===== config.mk =====
export PLATFORM = sky130hd
export DESIGN_NAME = frame_readout
export DESIGN_NICKNAME = d
export VERILOG_FILES = /design/src/rtl/pedal_pkg.sv /design/src/rtl/sample_fifo.sv /design/src/rtl/frame_readout.sv
export SDC_FILE = /design/constraint.sdc
export NUM_CORES = 1
export LEC_CHECK = 0
export ABC_AREA = 1
export CAP_MARGIN = 0
export CORE_AREA = 4 4 98 100
export CTS_BUF_LIST = sky130_fd_sc_hd__clkbuf_2 sky130_fd_sc_hd__clkbuf_4 sky130_fd_sc_hd__clkbuf_8
export DETAILED_ROUTE_END_ITERATION = 6
export DIE_AREA = 0 0 102 104
export PLACE_DENSITY_LB_ADDON = 0.05
export SETUP_SLACK_MARGIN = 0.5
export SLEW_MARGIN = 5
export SYNTH_ARGS = -nofsm -noshare
export SYNTH_HDL_FRONTEND = slang
export SYNTH_HIERARCHICAL = 1
export SYNTH_SLANG_ARGS = --single-unit

===== constraint.sdc =====
create_clock -name clk -period 4.2 [get_ports clk]
set_clock_uncertainty 0.1 [all_clocks]
set_input_delay 1.26 -clock clk [delete_from_list [all_inputs] [get_ports clk]]
set_output_delay 1.26 -clock clk [all_outputs]
set_load 0.02 [all_outputs]

===== src/rtl/pedal_pkg.sv =====
// Shared types for the frame readout path: default sample width, sample type and readout FSM states.
package pedal_pkg;

   localparam int DEFAULT_DATA_W = 16;

   typedef logic signed [DEFAULT_DATA_W-1:0] sample_t;

   typedef enum logic {
      WAIT_FIRST = 1'b0,
      RUN        = 1'b1
   } readout_state_t;

endpackage


===== src/rtl/sample_fifo.sv =====
// Small synchronous FIFO; a push into a full FIFO is accepted when a pop happens in the same cycle.
module sample_fifo
   import pedal_pkg::*;
#(
   parameter int DATA_W     = DEFAULT_DATA_W,
   parameter int FIFO_DEPTH = 4
) (
   input  logic                              clk,
   input  logic                              rst,
   input  logic                              push,
   input  logic [DATA_W-1:0]                 push_data,
   input  logic                              pop,
   output logic [DATA_W-1:0]                 pop_data,
   output logic                              full,
   output logic                              empty,
   output logic [$clog2(FIFO_DEPTH+1)-1:0]   count
);

   localparam int PTR_W = $clog2(FIFO_DEPTH);
   localparam int CNT_W = $clog2(FIFO_DEPTH+1);

   logic [DATA_W-1:0] mem [FIFO_DEPTH];
   logic [PTR_W-1:0]  wr_ptr_reg;
   logic [PTR_W-1:0]  rd_ptr_reg;
   logic [CNT_W-1:0]  count_reg;
   logic [CNT_W-1:0]  count_next;
   logic              push_ok;
   logic              pop_ok;

   assign full     = (count_reg == CNT_W'(FIFO_DEPTH));
   assign empty    = (count_reg == '0);
   assign count    = count_reg;
   assign pop_ok   = pop & ~empty;
   assign push_ok  = push & (~full | pop_ok);
   assign pop_data = mem[rd_ptr_reg];

   always_comb begin
      count_next = count_reg;
      case ({push_ok, pop_ok})
         2'b10:   count_next = count_reg + CNT_W'(1);
         2'b01:   count_next = count_reg - CNT_W'(1);
         default: count_next = count_reg;
      endcase
   end

   // Storage carries no reset so it can map onto plain RAM cells.
   always_ff @(posedge clk) begin
      if (push_ok) begin
         mem[wr_ptr_reg] <= push_data;
      end
   end

   // Depth is a power of two, so pointers wrap by natural overflow.
   always_ff @(posedge clk) begin
      if (rst) begin
         wr_ptr_reg <= '0;
         rd_ptr_reg <= '0;
         count_reg  <= '0;
      end else begin
         if (push_ok) begin
            wr_ptr_reg <= wr_ptr_reg + PTR_W'(1);
         end
         if (pop_ok) begin
            rd_ptr_reg <= rd_ptr_reg + PTR_W'(1);
         end
         count_reg <= count_next;
      end
   end

endmodule


===== src/rtl/frame_readout.sv =====
// Captures the accumulator sum at each adc_clock rising edge, scales it by 2^-SHIFT and queues it for output.
// Optional macro FRAME_READOUT_ROUND_EN selects round-half-up instead of truncation before the shift.
module frame_readout
   import pedal_pkg::*;
#(
   parameter int DATA_W     = DEFAULT_DATA_W,
   parameter int SHIFT      = 4,
   parameter int FIFO_DEPTH = 4,
   parameter int LEN_W      = 8
) (
   input  logic              clk,
   input  logic              rst,
   input  logic              adc_clock,
   input  logic [DATA_W-1:0] acc_in,
   output logic [DATA_W-1:0] out_data,
   output logic              out_valid,
   input  logic              out_ready,
   output logic [LEN_W-1:0]  frame_len,
   output logic              overflow
);

   localparam int CNT_W = $clog2(FIFO_DEPTH+1);

   logic signed [DATA_W-1:0] acc_q;
   logic                     adc_q;
   logic [LEN_W-1:0]         low_cnt_reg;
   logic [LEN_W-1:0]         frame_len_reg;
   logic [LEN_W-1:0]         frame_len_next;
   readout_state_t           state_reg;
   readout_state_t           state_next;
   logic                     overflow_reg;
   logic                     frame_edge;
   logic                     push_req;
   logic                     pop_req;
   logic                     drop;
   logic [DATA_W-1:0]        scaled;
   logic [DATA_W-1:0]        fifo_head;
   logic                     fifo_full;
   logic                     fifo_empty;
   logic [CNT_W-1:0]         fifo_count;

   // acc_q still holds the finished sum in the cycle adc_clock first reads high.
   assign frame_edge = adc_clock & ~adc_q;

`ifdef FRAME_READOUT_ROUND_EN
   localparam logic signed [DATA_W:0] HALF_LSB = (DATA_W+1)'(1) << (SHIFT-1);
   logic signed [DATA_W:0] rounded;

   // One guard bit keeps the most positive sum from wrapping negative after the rounding add.
   assign rounded = $signed({acc_q[DATA_W-1], acc_q}) + HALF_LSB;
   assign scaled  = DATA_W'(rounded >>> SHIFT);
`else
   assign scaled  = DATA_W'(acc_q >>> SHIFT);
`endif

   always_comb begin
      state_next     = state_reg;
      frame_len_next = frame_len_reg;
      push_req       = 1'b0;
      if (frame_edge) begin
         case (state_reg)
            WAIT_FIRST: state_next = RUN;
            RUN: begin
               frame_len_next = low_cnt_reg;
               push_req       = (low_cnt_reg != '0);
            end
            default: state_next = WAIT_FIRST;
         endcase
      end
   end

   assign pop_req = out_ready & ~fifo_empty;
   assign drop    = push_req & fifo_full & ~pop_req;

   always_ff @(posedge clk) begin
      if (rst) begin
         acc_q         <= '0;
         adc_q         <= 1'b0;
         low_cnt_reg   <= '0;
         frame_len_reg <= '0;
         state_reg     <= WAIT_FIRST;
         overflow_reg  <= 1'b0;
      end else begin
         acc_q         <= $signed(acc_in);
         adc_q         <= adc_clock;
         frame_len_reg <= frame_len_next;
         state_reg     <= state_next;
         if (frame_edge) begin
            low_cnt_reg <= '0;
         end else if (!adc_clock && (low_cnt_reg != '1)) begin
            low_cnt_reg <= low_cnt_reg + LEN_W'(1);
         end
         if (drop) begin
            overflow_reg <= 1'b1;
         end
      end
   end

   sample_fifo #(
      .DATA_W     (DATA_W),
      .FIFO_DEPTH (FIFO_DEPTH)
   ) u_fifo (
      .clk       (clk),
      .rst       (rst),
      .push      (push_req),
      .push_data (scaled),
      .pop       (pop_req),
      .pop_data  (fifo_head),
      .full      (fifo_full),
      .empty     (fifo_empty),
      .count     (fifo_count)
   );

   assign out_valid = ~fifo_empty;
   assign out_data  = (fifo_count != '0) ? fifo_head : '0;
   assign frame_len = frame_len_reg;
   assign overflow  = overflow_reg;

endmodule


Word level (Yosys, flattened, before mapping)
Memory sizes are Yosys's and may differ from the RTL's. A register that Yosys moved wholly into a read port is not among the register bits.
Index checks and enable logic that the tools add are counted.

operators by class
  add/subtract/negate cells = 5
  multipliers = 0
  div/mod/pow operators = 0
  magnitude comparators = 0
  equality and inequality tests = 4
  shift operators = 0
  muxes and demuxes = 8
  bitwise logic cells = 11
  reductions and logical operators = 8

operator list
  kind                   number
  $mux W16               1
  $add A8 B1 Y8 const B  1
  $ne A8 B8 Y1 const B   1
  $reduce_bool A8 Y1     1
  $and A1 B1 Y1          6
  $pmux W3 S2            1
  $add A2 B1 Y2 const B  2
  $mux W1                4
  $mux W2                2
  $not A1 Y1             4
  $add A3 B1 Y3 const B  1
  $eq A3 B3 Y1 const B   1
  $logic_not A3 Y1       1
  $reduce_bool A3 Y1     1
  $sub A3 B1 Y3 const B  1
  $eq A2 B1 Y1 const B   1
  $eq A2 B2 Y1 const B   1
  $reduce_and A2 Y1      1
  $reduce_bool A2 Y1     1
  $reduce_or A2 Y1       1
  $logic_and A1 B1 Y1    1
  $logic_not A1 Y1       1
  $or A1 B1 Y1           1

word-level totals
  flip-flop bits (word level) = 42
  latch bits = 0
  RAM bits = 64
  memory bits (read-only) = 0
  bits of input ports = 20
  output and inout bits = 26
  word-level logic and storage cells = 46
  memories kept = 1

memory list
  name        depth  width  read ports  clocked after Yosys merged registers in  wr ports  RTL line           source
  u_fifo.mem  4      16     1           1                                        1         sample_fifo.sv:22  logic [DATA_W-1:0] mem [FIFO_DEPTH];

Logic depth before layout (Yosys ltp)
Gate-level depths: netlist of the first run.

  depth in word-level cells = 8
  depth in mapped cells = 16
  depth with buffers taken out = 16

Hierarchy
Netlist of the first run, hierarchy kept.

by module, submodules not included
  module         times used  cells each  area an instance (um^2)
  sample_fifo    1           228         2866.5
  frame_readout  1           200         1377.6

Worst setup path before layout of the first run
OpenSTA, ideal clock, no wires.

  kind = input port to flip-flop
  from = input port adc_clock
  to = memory u_fifo/mem[0][0] in the netlist's numbering, enable pin
  setup time = 0.389 ns
  arrival = 2.919 ns
  path slack = 0.792 ns
  stages on the path = 8
  cell sequence = inv_2 -> nor2_2 -> inv_2 -> nor2_4 -> inv_2 -> a31oi_1 -> nand2_1 -> nor2_1

on the way
  longest elaborated chain between the ends = 5

RTL lines
  item                           RTL line             source
  start, declared                frame_readout.sv:13  input logic adc_clock,
  $and A1 B1 Y1                  frame_readout.sv:43  assign frame_edge = adc_clock & ~adc_q;
  $mux W1                        frame_readout.sv:60  if (frame_edge) begin
  via push_req                   frame_readout.sv:33  logic push_req;
  $and A1 B1 Y1                  sample_fifo.sv:34    assign push_ok = push & (~full | pop_ok);
  $mux W1                        sample_fifo.sv:48    if (push_ok) begin
  $mux W1 (not written as such)  sample_fifo.sv:49    mem[wr_ptr_reg] <= push_data;
  end, declared                  sample_fifo.sv:22

The timed path passes the listed nets, and every way through them passes these cells.

==> summary.md, run 1 <==
| Metric | Value |
|---|---|
| Switching pwr | `0.376 mW` |
| Register share of total power | `0.630` |
| Largest net degree at the start of global routing | `33` |
| Post-detail-place hpwl | `4.98 mm` |
| Data required, critical path | `2.84 ns` |
| Vias in the first global route | `2,626` |
| CTS tree | `yes` |
| Initial antenna violation count | `0` |
| Via count | `2,845` |
| Period utilisation layout | `0.832` |
| Most frequent cells in the layout | `nor2_1, edfxtp_1, inv_1` |
| #FFs+latches synth | `104` |
| Crit end category | `output port` |
| Internal power | `1.38 mW` |
| Power, Total | `1.75 mW` |
| Post-Syn Area per Cell | `9.92 sq um` |
| GR Util met3 | `0.0262` |
| Worst Setup Path Type | `flop to output port` |
| CP startpoint kind | `flop` |
| GRT met2 Usage | `0.245` |
| Commonest non-fill, non-tap cell in the layout | `nor2_1` |
| Drt first pass iters | `5` |
| Layout cell share with drive strength beyond 1 | `0.0894` |
| Post-DRT Antenna Nets | `0` |
| Routed WL | `7.73 mm` |
| Critical Path AT | `2.13 ns` |
| Clk buf depth | `2` |
| Routed wire length per instance | `13.1 microns` |
| Final setup viols | `0` |
| Synth warnings | `6` |
| Sw frac | `0.214` |
| Top cell type's share of synthesized area | `0.453` |
| Die Area | `10,600 sq um` |
| CTS Root Cell | `clkbuf_8` |
| Final hold violations | `0` |
| Post-route setup TNS | `0 ns` |
| Number of vias per cell | `4.83` |
| Die W | `102 microns` |
| Distinct cells, synth | `27` |
| Fillers | `781` |
| Global route overflow | `0` |
| Crit-path max FO | `32` |
| Clock Power Share | `0.323` |
| Nets@finish | `504` |
| Iter 0 DRT Violations | `75` |
| Grt met1 use | `0.213` |
| Worst-path clk slew | `0.09 ns` |
| Synth area leaders | `edfxtp_1, dfxtp_1, nor2_1` |
| Pwr Density | `352 nW/um^2` |
| Post-CTS setup buffer count | `0` |
| Ports | `46` |
| Final min period | `3.49 ns` |
| First-pass GRT wire length | `12.8 mm` |
| Max reg flops | `64` |
| IO Port Bufs | `41` |
| Core footprint | `8680 sq um` |
| Worst-Skew Late Latency | `0.35 ns` |
| Clk sink count | `104` |
| Drt drc | `0` |
| Synth Cell Area | `4240 sq um` |
| Starting Density | `0.489` |
| Slew Limit Fails | `0` |
| Area Overhead vs Synth | `17.3%` |
| Top Registers | `u_fifo/mem x64, acc_q x12` |
| Worst-margin pin slew | `0.558 ns` |
| Worst slew margin | `0.628` |
| Height of the die | `104 microns` |
| WHS | `0.357 ns` |
| # diodes | `0` |
| Hold Path Class | `flop to flop` |
| Max cap viols | `0` |
| Placer Congestion | `0.777` |
| Yosys top cell by area | `edfxtp_1` |
| Overall routing resource usage | `0.155` |
| Cells after synthesis | `428` |
| Combinational power share | `0.046` |
| Pleak | `1.92 nW` |
| Net count of the mapped netlist | `456` |
| H-tree depth | `3` |
| Top reg by flops | `u_fifo/mem` |
| Most Crowded Layer GR | `met2` |
| Number of CTS-inserted buffers | `9` |
| Fmax | `0.286 GHz` |
| Worst VDD drop | `0.152 mV` |
| Outcome | `complete, no violations` |
| Register area share after synthesis | `0.642` |
| Row count | `34` |
| RSZ-0062 raised after global routing | `false` |
==> metrics by stage <==
step                cell area [sq um]  std cells  setup slack (ns)   util
global placement                 4780        573             0.421  0.551
CTS                              4970        589             0.560  0.573
finish                           4980        589             0.706  0.574
global route                     4980        589             0.515  0.574
floorplan                        4240        428             0.792      -
detailed placement               4780        573             0.391  0.551
==> synthesized netlist by cell type (all sizes together) <==
| cell type | instances |
|---|---|
| nor2 | 89 |
| inv | 66 |
| edfxtp | 64 |
| nand2 | 54 |
| dfxtp | 40 |
| o21ai | 35 |
| a21oi | 21 |
| o22ai | 16 |
| nand3 | 13 |
| buf | 11 |
| ha | 7 |
| nor3 | 3 |
| xor2 | 3 |
| clkbuf | 2 |
| nand4 | 2 |
| a31oi | 1 |
| fa | 1 |
==> worst max-delay path, cell delays in order (launching register included) <==
cell	delay, ns
dfxtp_1	0.35
buf_4	0.21
inv_8	0.18
nor2_1	0.06
o22ai_1	0.17
inv_1	0.07
nor2_1	0.12
clkdlybuf4s50_1	0.61
==> power by group through the flow <==
| stage | clock network (mW) | logic (mW) | registers, mW |
|---|---|---|---|
| final | 0.566 | 0.0814 | 1.10 |
| after global routing | 0.636 | 0.0914 | 1.11 |
| after CTS | 0.586 | 0.0833 | 1.11 |
| after detailed placement | 0 | 0.0830 | 1.13 |
| after global placement | 0 | 0.0819 | 1.13 |
| after floorplan | 0 | 0.0449 | 1.13 |
==> cells by family after synthesis <==
family	synth area share
AND/OR/NAND/NOR	0.160
XOR/XNOR	0.00619
flip-flops	0.642
buffers and inverters	0.0758
adder cells (fa/ha/maj)	0.0254
AO/OA/AOI/OAI	0.0911
==> layout make-up <==
type	instances	area (sq um)	share of cell area
clock buffer	12	153	0.0307
clock inverter	4	28.8	0.00578
tap	108	135	0.0271
sequential	104	2720	0.547
inverter	66	258	0.0518
timing repair buffer	50	480	0.0965
multi-input combinational	245	1200	0.241
==> routing by layer <==
metal / up-vias / part of all wire
met3: 2 / 0.030
met1: 1311 / 0.48
met4: 0 / 0.0038
met5: - / 0
li1: 1490 / -
met2: 42 / 0.49
==> worst paths after layout <==
path                        from               to  slack, ns  cells after the start
setup / recovery            flop      out_data[0]       0.71                      7
hold / removal          overflow         overflow       0.36                      2
setup reg to reg  low_cnt_reg[0]  u_fifo/count[2]       1.76                     15
hold reg to reg         overflow         overflow       0.36                      2
==> timing repair <==
item                                   CTS  global route
hold buffers                             0             0
endpoints found under the hold margin    0             0
gates cloned                             0             0
gates resized for setup                  3             3
setup endpoints to repair               16            12
Note: power is estimated with default switching activity, not from simulation.
==> inputs of run 2 (changes only) <==
clock period = 3.2 ns   (was 4.2 ns; I/O delays follow)
==> summary.md, run 2 (synthesized netlist as in run 1, its figures left out) <==
| Metric | Value |
|---|---|
| Data required, critical path | `2.14 ns (was 2.84 ns)` |
| Nets@finish | `513 (was 504)` |
| Final hold violations | `0 (unchanged)` |
| Post-route setup TNS | `0 ns (unchanged)` |
| Commonest non-fill, non-tap cell in the layout | `nor2_1 (unchanged)` |
| Final min period | `2.61 ns` |
| Max cap viols | `0 (unchanged)` |
| Clk buf depth | `2 (unchanged)` |
| Final setup viols | `0 (unchanged)` |
| # diodes | `0 (unchanged)` |
| Drt drc | `0 (unchanged)` |
| Top Registers | `u_fifo/mem x64, acc_q x12 (unchanged)` |
| Placer Congestion | `0.784 (was 0.777)` |
| H-tree depth | `3 (unchanged)` |
| Post-detail-place hpwl | `5.21 mm (was 4.98 mm)` |
| Power, Total | `2.31 mW (was 1.75 mW)` |
| Worst-Skew Late Latency | `0.35 ns (about the same)` |
| First-pass GRT wire length | `13.0 mm (was 12.8 mm)` |
| Crit-path max FO | `16 (was 32)` |
| Core footprint | `8680 sq um (unchanged)` |
| Worst Setup Path Type | `flop to output port (unchanged)` |
| Row count | `34 (unchanged)` |
| Die W | `102 microns (unchanged)` |
| CP startpoint kind | `flop (unchanged)` |
| Worst-path clk slew | `0.09 ns (about the same)` |
| Multi-input logic area | `1260 sq um (was 1200 sq um)` |
| CTS tree | `yes (unchanged)` |
| Number of CTS-inserted buffers | `9 (unchanged)` |
| Via count | `2,937 (was 2,845)` |
| CTS Root Cell | `clkbuf_8 (unchanged)` |
| Hold-fix buffers, CTS | `0 (unchanged)` |
| Ports | `46 (unchanged)` |
| Critical Path AT | `1.55 ns (was 2.13 ns)` |
| Worst VDD drop | `0.233 mV (was 0.152 mV)` |
| Most Crowded Layer GR | `met2 (unchanged)` |
| Clk sink count | `104 (unchanged)` |
| Post-DRT Antenna Nets | `0 (unchanged)` |
| IO Port Bufs | `41 (unchanged)` |
| GR Util met3 | `0.0342 (was 0.0262)` |
| GRT met2 Usage | `0.255 (was 0.245)` |
| Reg area | `2730 sq um (was 2720 sq um)` |
| Die Area | `10,600 sq um (unchanged)` |
| Top reg by flops | `u_fifo/mem (unchanged)` |
| Largest net degree at the start of global routing | `33 (unchanged)` |
| Vias in the first global route | `2,702 (was 2,626)` |
| Hold Path Class | `flop to flop (unchanged)` |
| Pleak | `2.03 nW (was 1.92 nW)` |
| Most frequent cells in the layout | `nor2_1, edfxtp_1, inv_1 (unchanged)` |
| Crit end category | `output port (unchanged)` |
| Pwr Density | `450 nW/um^2 (was 352 nW/um^2)` |
| Drt first pass iters | `4 (was 5)` |
| Initial antenna violation count | `0 (unchanged)` |
| Global route overflow | `0 (unchanged)` |
| Layout cell share with drive strength beyond 1 | `0.165 (was 0.0894)` |
| Fmax | `0.383 GHz` |
| Routed wire length per instance | `13.4 microns (was 13.1 microns)` |
| Number of vias per cell | `4.91 (was 4.83)` |
| Routed WL | `8.00 mm (was 7.73 mm)` |
| Overall routing resource usage | `0.156 (was 0.155)` |
| Max reg flops | `64 (unchanged)` |
| Fillers | `786 (was 781)` |
| Iter 0 DRT Violations | `85 (was 75)` |
| Area Overhead vs Synth | `21.0% (was 17.3%)` |
| Slew Limit Fails | `0 (unchanged)` |
| Worst slew margin | `0.611 (was 0.628)` |
| Outcome | `complete, no violations (unchanged)` |
| Worst-margin pin slew | `0.583 ns (was 0.558 ns)` |
| RSZ-0062 raised after global routing | `true (was false)` |
| Starting Density | `0.489 (unchanged)` |
| Grt met1 use | `0.205 (was 0.213)` |
| Period utilisation layout | `0.815` |
| Height of the die | `104 microns (unchanged)` |
## run 2: worst paths after layout
path,startpoint,to,slack [ns],cells past startpoint
worst max-delay path,flop,out_data[7],0.59,7
worst min-delay path,overflow,overflow,0.36,2
worst max register to register,low_cnt_reg[0],u_fifo/count[2],0.87,15
worst min register to register,overflow,overflow,0.36,2
## run 2: cell type report
type | count | share of cell area
clock inverters | 4 | 0.00536
repair buffers | 59 | 0.111
well taps | 108 | 0.0263
multi-input cells | 245 | 0.245
clock buffers | 12 | 0.0297
flip-flops and latches | 104 | 0.532
inverters | 66 | 0.0502
## run 2: per-layer routing
layer / vias to the layer above / share of wire
met5: - / 0
met4: 0 / 0.017
met3: 11 / 0.037
met2: 50 / 0.49
met1: 1367 / 0.45
li1: 1509 / -
## run 2: where the power goes
group	leakage [nW]	switching [mW]	internal (mW)
Clock	0.0942	0.422	0.324
Combinational	1.02	0.0643	0.0483
Sequential	0.913	0.0153	1.43
Total	2.03	0.502	1.81
## run 2: what timing repair did
| item | CTS | global route |
|---|---|---|
| cloned | 0 | 1 |
| pin swaps | 0 | 7 |
| resized for setup | 58 | 28 |
| setup buffers | 1 | 1 |
| endpoints found under the setup margin | 19 | 82 |
## run 2: worst max-delay path: stages, from the launching register on
cell	delay, ns
dfxtp_4	0.38
inv_4	0.08
buf_12	0.15
nor2_1	0.05
o22ai_1	0.19
inv_1	0.07
nor2_1	0.11
buf_2	0.17
## run 2: through the flow
stage               hold slack (ns)  std cells  area [sq um]  worst slack, ns  utilization
finish                        0.358        598          5130            0.591        0.592
global route                  0.393        598          5130            0.446        0.592
CTS                           0.362        596          5150            0.445        0.593
detailed placement            0.347        579          4940           0.0565        0.569
global placement              0.342        579          4940            0.105        0.569
floorplan                     0.338        428          4290            0.448            -
